### src/rtl/ofmap_write_collector.sv
// rtl/ofmap_write_collector.sv - show-ahead FIFO collecting post-unit results into output SRAM writes
module ofmap_write_collector #(
  parameter int DEPTH  = 8,
  parameter int DATA_W = 32,
  parameter int ADDR_W = 22
) (
  input  logic              clk,
  input  logic              rst,
  input  logic              in_wen,
  input  logic [DATA_W-1:0] in_data,
  input  logic [ADDR_W-1:0] in_addr,
  input  logic              in_total_done,
  input  logic              clear,
  output logic              mem_wen,
  output logic [ADDR_W-1:0] mem_addr,
  output logic [DATA_W-1:0] mem_wdata,
  input  logic              mem_ready,
  output logic              busy,
  output logic              done,
  output logic              overflow,
  output logic [ADDR_W-1:0] word_count
);
  localparam int PTR_W = $clog2(DEPTH);
  localparam int ENT_W = ADDR_W + DATA_W;
  localparam logic [PTR_W:0]    FULL_CNT = (PTR_W+1)'(DEPTH);
  localparam logic [PTR_W:0]    CNT_ONE  = (PTR_W+1)'(1);
  localparam logic [PTR_W-1:0]  PTR_ONE  = PTR_W'(1);
  localparam logic [ADDR_W-1:0] WC_ONE   = ADDR_W'(1);

  typedef enum logic [1:0] {S_IDLE, S_RUN, S_FLUSH, S_DONE} state_t;

  state_t           state_q, state_d;
  logic [ENT_W-1:0] fifo_q [DEPTH];
  logic [PTR_W-1:0] wr_ptr_q, wr_ptr_d, rd_ptr_q, rd_ptr_d;
  logic [PTR_W:0]   count_q, count_d;
  logic [ADDR_W-1:0] word_count_q, word_count_d;
  logic             overflow_q, overflow_d;
  logic             busy_q, done_q;
  logic             full, pop, push, drop;
  logic [ENT_W-1:0] head;

  assign full     = (count_q == FULL_CNT);
  assign mem_wen  = (count_q != '0);
  // Head is forced to zero while empty so the SRAM port never shows stale entries.
  assign head      = mem_wen ? fifo_q[rd_ptr_q] : '0;
  assign mem_addr  = head[ENT_W-1:DATA_W];
  assign mem_wdata = head[DATA_W-1:0];

  assign pop  = mem_wen & mem_ready & ~clear;
  assign push = in_wen & ~clear & (~full | pop);
  assign drop = in_wen & ~clear & full & ~pop;

  always_comb begin
    wr_ptr_d     = wr_ptr_q;
    rd_ptr_d     = rd_ptr_q;
    count_d      = count_q;
    word_count_d = word_count_q;
    overflow_d   = overflow_q;
    if (clear) begin
      wr_ptr_d     = '0;
      rd_ptr_d     = '0;
      count_d      = '0;
      word_count_d = '0;
      overflow_d   = 1'b0;
    end else begin
      if (push) wr_ptr_d = wr_ptr_q + PTR_ONE;
      if (pop) begin
        rd_ptr_d     = rd_ptr_q + PTR_ONE;
        word_count_d = word_count_q + WC_ONE;
      end
      if (push && !pop)      count_d = count_q + CNT_ONE;
      else if (pop && !push) count_d = count_q - CNT_ONE;
      if (drop) overflow_d = 1'b1;
    end
  end

  // Flush completes on the edge that empties the FIFO, provided no new word arrives.
  always_comb begin
    state_d = state_q;
    if (clear) begin
      state_d = S_IDLE;
    end else begin
      case (state_q)
        S_IDLE:  if (in_total_done) state_d = S_FLUSH;
                 else if (in_wen)   state_d = S_RUN;
        S_RUN:   if (in_total_done) state_d = S_FLUSH;
        S_FLUSH: if (count_d == '0 && !in_wen) state_d = S_DONE;
        S_DONE:  if (in_wen) state_d = S_RUN;
        default: state_d = S_IDLE;
      endcase
    end
  end

  always_ff @(posedge clk) begin
    if (push) fifo_q[wr_ptr_q] <= {in_addr, in_data};
  end

  always_ff @(posedge clk or negedge rst) begin
    if (!rst) begin
      state_q      <= S_IDLE;
      wr_ptr_q     <= '0;
      rd_ptr_q     <= '0;
      count_q      <= '0;
      word_count_q <= '0;
      overflow_q   <= 1'b0;
      busy_q       <= 1'b0;
      done_q       <= 1'b0;
    end else begin
      state_q      <= state_d;
      wr_ptr_q     <= wr_ptr_d;
      rd_ptr_q     <= rd_ptr_d;
      count_q      <= count_d;
      word_count_q <= word_count_d;
      overflow_q   <= overflow_d;
      busy_q       <= (state_d == S_RUN) || (state_d == S_FLUSH);
      done_q       <= (state_d == S_DONE);
    end
  end

  assign busy       = busy_q;
  assign done       = done_q;
  assign overflow   = overflow_q;
  assign word_count = word_count_q;

endmodule
### config.mk
export PLATFORM = sky130hd
export DESIGN_NAME = ofmap_write_collector
export DESIGN_NICKNAME = d
export VERILOG_FILES = /design/src/rtl/ofmap_write_collector.sv
export SDC_FILE = /design/constraint.sdc
export NUM_CORES = 1
export LEC_CHECK = 0
export ABC_CLOCK_PERIOD_IN_PS = 6200
export BUFFER_PORTS_ARGS = -buffer_cell sky130_fd_sc_hd__buf_2
export CELL_PAD_IN_SITES_DETAIL_PLACEMENT = 0
export CELL_PAD_IN_SITES_GLOBAL_PLACEMENT = 1
export CORE_AREA = 2 2 235 237
export CTS_CLUSTER_DIAMETER = 40
export CTS_CLUSTER_SIZE = 28
export DETAILED_ROUTE_END_ITERATION = 10
export DIE_AREA = 0 0 237 239
export GPL_TIMING_DRIVEN = 0
export MAX_ROUTING_LAYER = met4
export PLACE_DENSITY = 0.65
export SYNTH_ARGS = -nofsm -noshare
export SYNTH_HDL_FRONTEND = slang
export SYNTH_SLANG_ARGS = --single-unit
### constraint.sdc
create_clock -name clk -period 6.2 [get_ports clk]
set_clock_uncertainty 0.2 [all_clocks]
set_input_delay 0.31 -clock clk [delete_from_list [all_inputs] [get_ports clk]]
set_output_delay 0.31 -clock clk [all_outputs]
set_load 0.01 [all_outputs]
==> results.json, run 1 <==
{
  "antenna_found_initial": 3,
  "dp_hpwl_um": 26100,
  "regArea_mm2": 0.01390,
  "yosys_warnings": 0,
  "drt_wl_total_um": 41690,
  "hold_violations": 0,
  "synth_cells": 893,
  "tritoncts": "done",
  "yosysMostFrequentCell": "edfxtp_1",
  "rsz0062_at_grt": "no",
  "period_minus_slack_ns": 3.536,
  "end_kind": "output port",
  "fillerInstances": 4778,
  "ys_ff_latch": 469,
  "maxSlewHeadroom_pct": 34.50,
  "first_pass_iters": 5,
  "synth.cells.most_frequent": "edfxtp_1, mux4_2, nor2_1, mux2i_1, dfrtp_1",
  "dieHeight_um": 239,
  "synthFlopType": "edfxtp_1",
  "leakagePower_nw": 7.827,
  "cp-start-kind": "register",
  "period_share_pct": 57.03,
  "first_iter_violations": 572,
  "ant_nets": 0,
  "cts_setup_buffers": 0,
  "layout-drive-gt1-share_pct": 33.60,
  "clock_latency_ns": 0.59,
  "start_util_pct": 33.59,
  "setup_tns_ns": 0,
  "slew_violations": 0,
  "die_w_um": 237,
  "cts_buffers": 70,
  "holdBufCountCts": 60,
  "crit_path_max_fanout": 10,
  "avgSynthCellArea_um2": 20.44,
  "powerDensity_mw_per_mm2": 344.9,
  "setup_slack_ns": 2.664,
  "synth_nets": 959,
  "ir_worst_vdd_mv": 0.1810,
  "multiInputGateArea_mm2": 0.004184,
  "worst_slew_pin_slew_ns": 0.9825,
  "routed_via_density": 4.821,
  "max_freq_mhz": 282.8,
  "required_ns": 5.69,
  "arrival_ns": 3.03,
  "yosysSeqAreaShare_pct": 76.16,
  "drc": 0,
  "cts_htree_levels": 3,
  "setup_viol_count_final": 0,
  "ys_async_sr_fraction_pct": 7.889,
  "cts.sink_count": 469,
  "status": "finished clean",
  "fp.dieArea_mm2": 0.05664,
  "synthDominantCellAreaShare_pct": 71.08,
  "port_buffers": 138,
  "clk_path_buf_depth": 3,
  "synth_area_leader_cell": "edfxtp_1",
  "gp_congestion": 0.7486,
  "grt_max_degree": 38,
  "synth_edf_count": 432,
  "grt_pass1_vias": 9843,
  "worst_hold_slack_ns": 0.1829,
  "max_cap_violations": 0,
  "nets": 1256,
  "rows": 86,
  "worstHoldPathType": "primary input to asynchronous set/reset pin",
  "vias": 9405,
  "ctsResizeCount": 0,
  "pre_cts_slack_ns": 2.782,
  "synth.distinct_cells": 39,
  "cts.clk_slew.worst_paths_ns": 0.05,
  "core-area_mm2": 0.05434,
  "wl_per_cell_um": 21.37,
  "ios": 140,
  "grt_pass1_wl_um": 62050,
  "cts_root_buf": "clkbuf_16",
  "netlist_area_mm2": 0.01825,
  "grtUsageTotal_pct": 15.34,
  "grt_overflow": 0,
  "setup.worst_path.class": "register to output port",
  "synth.area.top_cells": "edfxtp_1, mux4_2, dfrtp_1",
  "area_growth_pct": 27.62
}
[placed cells by master (no fill, tap or decap), types with 13 or more instances in the layout]
cell type,count
edfxtp_1,432
buf_2,154
mux4_2,108
nor2_1,85
clkbuf_16,73
dlygate4sd3_1,60
mux2i_1,54
dfrtp_1,37
clkbuf_1,27
nand2_1,20
xnor2_1,17
buf_6,14
inv_6,13
[critical path: stages (launching register included)]
cell and delay, ns:
dfrtp_1 0.36, buf_2 0.31, buf_4 0.32, buf_2 0.45, mux4_2 0.57, mux2i_1 0.14, nor2_1 0.08, buf_2 0.18
[path summary, 6_finish.rpt]
check                                 start              to  slack (ns)  depth (start not counted)
worst max-delay path            rd_ptr_q[0]     mem_addr[9]        2.66                          7
worst min-delay path                    rst  word_count[10]        0.18                          2
worst max register to register   count_q[0]   fifo_q[1][17]        2.83                         10
worst min register to register     overflow        overflow        0.31                          2
max in group asynchronous               rst  word_count[20]        5.05                          2
min in group clk                   overflow        overflow        0.31                          2
[final cells by class]
| class | instances | share of cell area (%) |
|---|---|---|
| Clock buffer | 80 | 7.956 |
| Tap cell | 704 | 3.782 |
| Antenna cell | 3 | 0.03223 |
| Sequential cell | 469 | 59.67 |
| Timing Repair Buffer | 225 | 7.564 |
| Multi-Input combinational cell | 372 | 17.96 |
| Clock inverter | 46 | 2.074 |
| Buffer | 44 | 0.8273 |
| Inverter | 8 | 0.1289 |
[report_power, final]
group	total (mW)	internal [mW]	switching (mW)
logic	0.594	0.264	0.330
clock network	3.91	2.43	1.48
registers	3.53	3.51	0.0165
[flip-flops by register name, summed over array words and instances, names as in the netlist]
name / flops
rd_ptr_q: 3
busy: 1
fifo_q: 432
done: 1
count_q: 4
wr_ptr_q: 3
overflow: 1
word_count: 22
state_q: 2
[per-stage QoR]
stage	total power, mW	std cells	area, um^2	util [%]
finish	8.032	1951	23290	42.86
global route	8.312	1951	23290	42.86
CTS	8.140	1948	23280	42.85
detailed placement	4.171	1762	20350	37.44
global placement	4.152	1735	19820	36.48
floorplan	3.928	893	18250	-
[metal layers]
layer	global-route usage [%]	wire length, um	vias to the layer above
met4	5.313	892	0
met1	19.33	18310	4898
li1	-	-	4222
met3	3.476	1966	73
met2	24.55	20510	212
met5	-	0	-
[cells by family (layout without fill, tap and decap cells)]
| kind of cell | after synthesis | after routing | share of synthesized area [%] |
|---|---|---|---|
| xor gates and xnor gates | 24 | 24 | 1.152 |
| AOI/OAI and AO/OA | 22 | 22 | 0.7542 |
| buffers and inverters | 52 | 403 | 1.220 |
| adders and majority gates | 6 | 6 | 0.4113 |
| other | 0 | 3 | 0 |
| and+or+nand+nor | 158 | 158 | 4.018 |
| muxes | 162 | 162 | 16.29 |
| DFF | 469 | 469 | 76.16 |
Note: power is estimated with default switching activity, not from simulation.
==> run 2: changes to the inputs <==
--- a/config.mk
+++ b/config.mk
@@ -5,7 +5,7 @@
 export SDC_FILE = /design/constraint.sdc
 export NUM_CORES = 1
 export LEC_CHECK = 0
-export ABC_CLOCK_PERIOD_IN_PS = 6200
+export ABC_CLOCK_PERIOD_IN_PS = 3500
 export BUFFER_PORTS_ARGS = -buffer_cell sky130_fd_sc_hd__buf_2
 export CELL_PAD_IN_SITES_DETAIL_PLACEMENT = 0
 export CELL_PAD_IN_SITES_GLOBAL_PLACEMENT = 1
==> constraint.sdc (replaced) <==
create_clock -name clk -period 3.5 [get_ports clk]
set_clock_uncertainty 0.2 [all_clocks]
set_input_delay 0.175 -clock clk [delete_from_list [all_inputs] [get_ports clk]]
set_output_delay 0.175 -clock clk [all_outputs]
set_load 0.01 [all_outputs]
==> run 2 against run 1 <==
  * First-iteration DRC count down 14%
  * Global-route usage down 0.31 points
  * Clock power up 69%
  * Largest power group unchanged
  * Critical path type unchanged
  * Total power up 73%
  * Critical path depth down 2
  * Highest routed layer unchanged
  * Non-clock buffer count down 6
  * Flip-flop and latch count unchanged
  * Wire length down 3.2%
  * Die area unchanged
  * Utilization down 0.10 points
  * Design area down 0.24%
==> results.json, run 2 (synthesized netlist as in run 1, its figures left out) <==
{
  "power_frac_clock_pct": 47.5,
  "cp-endpoint": "mem_wdata[29]",
  "setup_slack_ns": 0.1824,
  "largest_register_ffs": 432,
  "r2r_end": "fifo_q[4][22]",
  "rsz0062_at_grt": "no",
  "clk_path_buf_depth": 3,
  "clock_latency_ns": 0.58,
  "nets": 1246,
  "dieHeight_um": 239,
  "intPower_mw": 10.78,
  "worst_hold_slack_ns": 0.04607,
  "max_cap_violations": 0,
  "period_minus_slack_ns": 3.318,
  "p_comb_share_pct": 7.6,
  "grt_pass1_vias": 9686,
  "setup.worst_path.class": "register to output port",
  "drc": 0,
  "drt_wl_total_um": 40340,
  "routed_via_density": 4.790,
  "r2r_cells": 7,
  "hold_violations": 0,
  "reg2reg_setup_slack_ns": 0.30,
  "cp-start-kind": "register",
  "ant_nets": 0,
  "pre_cts_slack_ns": 0.2734,
  "p_sw_share_pct": 22.48,
  "ir_worst_vdd_mv": 0.3501,
  "first_pass_iters": 5,
  "grt_max_degree": 38,
  "netSwitchingPower_mw": 3.124,
  "antenna_found_initial": 5,
  "end_kind": "output port",
  "grtUsageTotal_pct": 15.03,
  "start_util_pct": 33.59,
  "status": "finished clean",
  "r2r-start": "count_q[0]",
  "port_buffers": 138,
  "leakagePower_nw": 7.770,
  "wl_per_cell_um": 20.80,
  "setup_viol_count_final": 0,
  "cts.sink_count": 469,
  "cts_setup_buffers": 0,
  "arrival_ns": 2.94,
  "cts_htree_levels": 3,
  "worst_slew_pin_slew_ns": 0.9493,
  "dp_hpwl_um": 25590,
  "finalPower_mw": 13.90,
  "rows": 86,
  "tritoncts": "done",
  "worstHoldPathType": "primary input to asynchronous set/reset pin",
  "layout_commonest_cell": "edfxtp_1",
  "slew_violations": 0,
  "fp.dieArea_mm2": 0.05664,
  "ios": 140,
  "period_share_pct": 94.79,
  "largest_register": "fifo_q",
  "final_cell_mix": "edfxtp_1, buf_2, mux4_2, nor2_1, clkbuf_16",
  "fin_area_mm2": 0.02323,
  "powerDensity_mw_per_mm2": 598.2,
  "cts_root_buf": "clkbuf_16",
  "crit_path_max_fanout": 10,
  "vias": 9288,
  "placed_area_mm2": 0.02039,
  "maxSlewHeadroom_pct": 36.72,
  "cts_buffers": 66,
  "core-area_mm2": 0.05434,
  "sequentialPowerShare_pct": 45.0,
  "die_w_um": 237,
  "grt_overflow": 0,
  "first_iter_violations": 494,
  "fillerInstances": 4746,
  "area_growth_pct": 27.31,
  "cts.clk_slew.worst_paths_ns": 0.05,
  "max_freq_mhz": 301.4,
  "setup_tns_ns": 0,
  "required_ns": 3.12,
  "grt_pass1_wl_um": 60490,
  "critical_path.startpoint": "rd_ptr_q[2]",
  "layout-drive-gt1-share_pct": 33.25,
  "gp_congestion": 0.7702
}
-- run 2: cell types whose count changed in the layout (fill, tap and decap cells not counted), sizes merged --
cell,delta
diode,+2
clkinvlp,-2
clkbuf,-6
buf,-6
-- run 2: layer usage --
layer,GRT usage (%),vias to the layer above,share of wire (%)
met2,23.74,188,49
met1,19.30,4839,44
met3,3.210,57,4.6
li1,-,4204,-
met5,-,-,0
met4,5.332,0,2.0
-- run 2: cell type report --
class	count	area [um^2]	area share [%]
antenna	5	12.51	0.05385
buffer	43	192.7	0.8293
clock buffer	74	1724	7.421
clock inverter	44	503.0	2.165
inverter	8	30.03	0.1292
multi-input combinational	372	4197	18.06
sequential	469	13900	59.82
tap	704	880.8	3.791
timing repair buffer	220	1797	7.733
-- run 2: worst min path at each step --
stage / start / to
6_report: rst / word_count[11]
5_1_grt: rst / word_count[11]
4_1_cts: rst / word_count[11]
3_5_place_dp: rst / word_count[8]
3_3_place_gp: rst / word_count[10]
2_1_floorplan: rst / busy
-- run 2: worst max-delay path, stage by stage, from the launching register on --
cell      delay [ns]
dfrtp_1         0.33
clkbuf_1        0.62
buf_1           0.73
mux2i_1         0.16
nor2_1          0.31
buf_2           0.20
-- run 2: power groups by stage --
stage / Sequential (mW) / Combinational (mW) / Clock, mW
5_1_grt: 6.26 / 1.16 / 6.96
2_1_floorplan: 6.37 / 0.590 / 0
3_3_place_gp: 6.37 / 0.974 / 0
6_report: 6.25 / 1.05 / 6.60
4_1_cts: 6.25 / 1.09 / 6.77
3_5_place_dp: 6.37 / 1.03 / 0
-- run 2: timing repair --
action,in CTS,in global routing
hold buffers,60,0
pin swaps,0,0
endpoints found under the hold margin,482,0
endpoints found under the setup margin,11,2
gates resized for setup,2,4
-- run 2: through the flow --
| step | cells | utilization (%) |
|---|---|---|
| 2_1_floorplan | 893 | - |
| 3_3_place_gp | 1735 | 36.52 |
| 3_5_place_dp | 1757 | 37.53 |
| 4_1_cts | 1934 | 42.73 |
| 5_1_grt | 1939 | 42.76 |
| 6_report | 1939 | 42.76 |
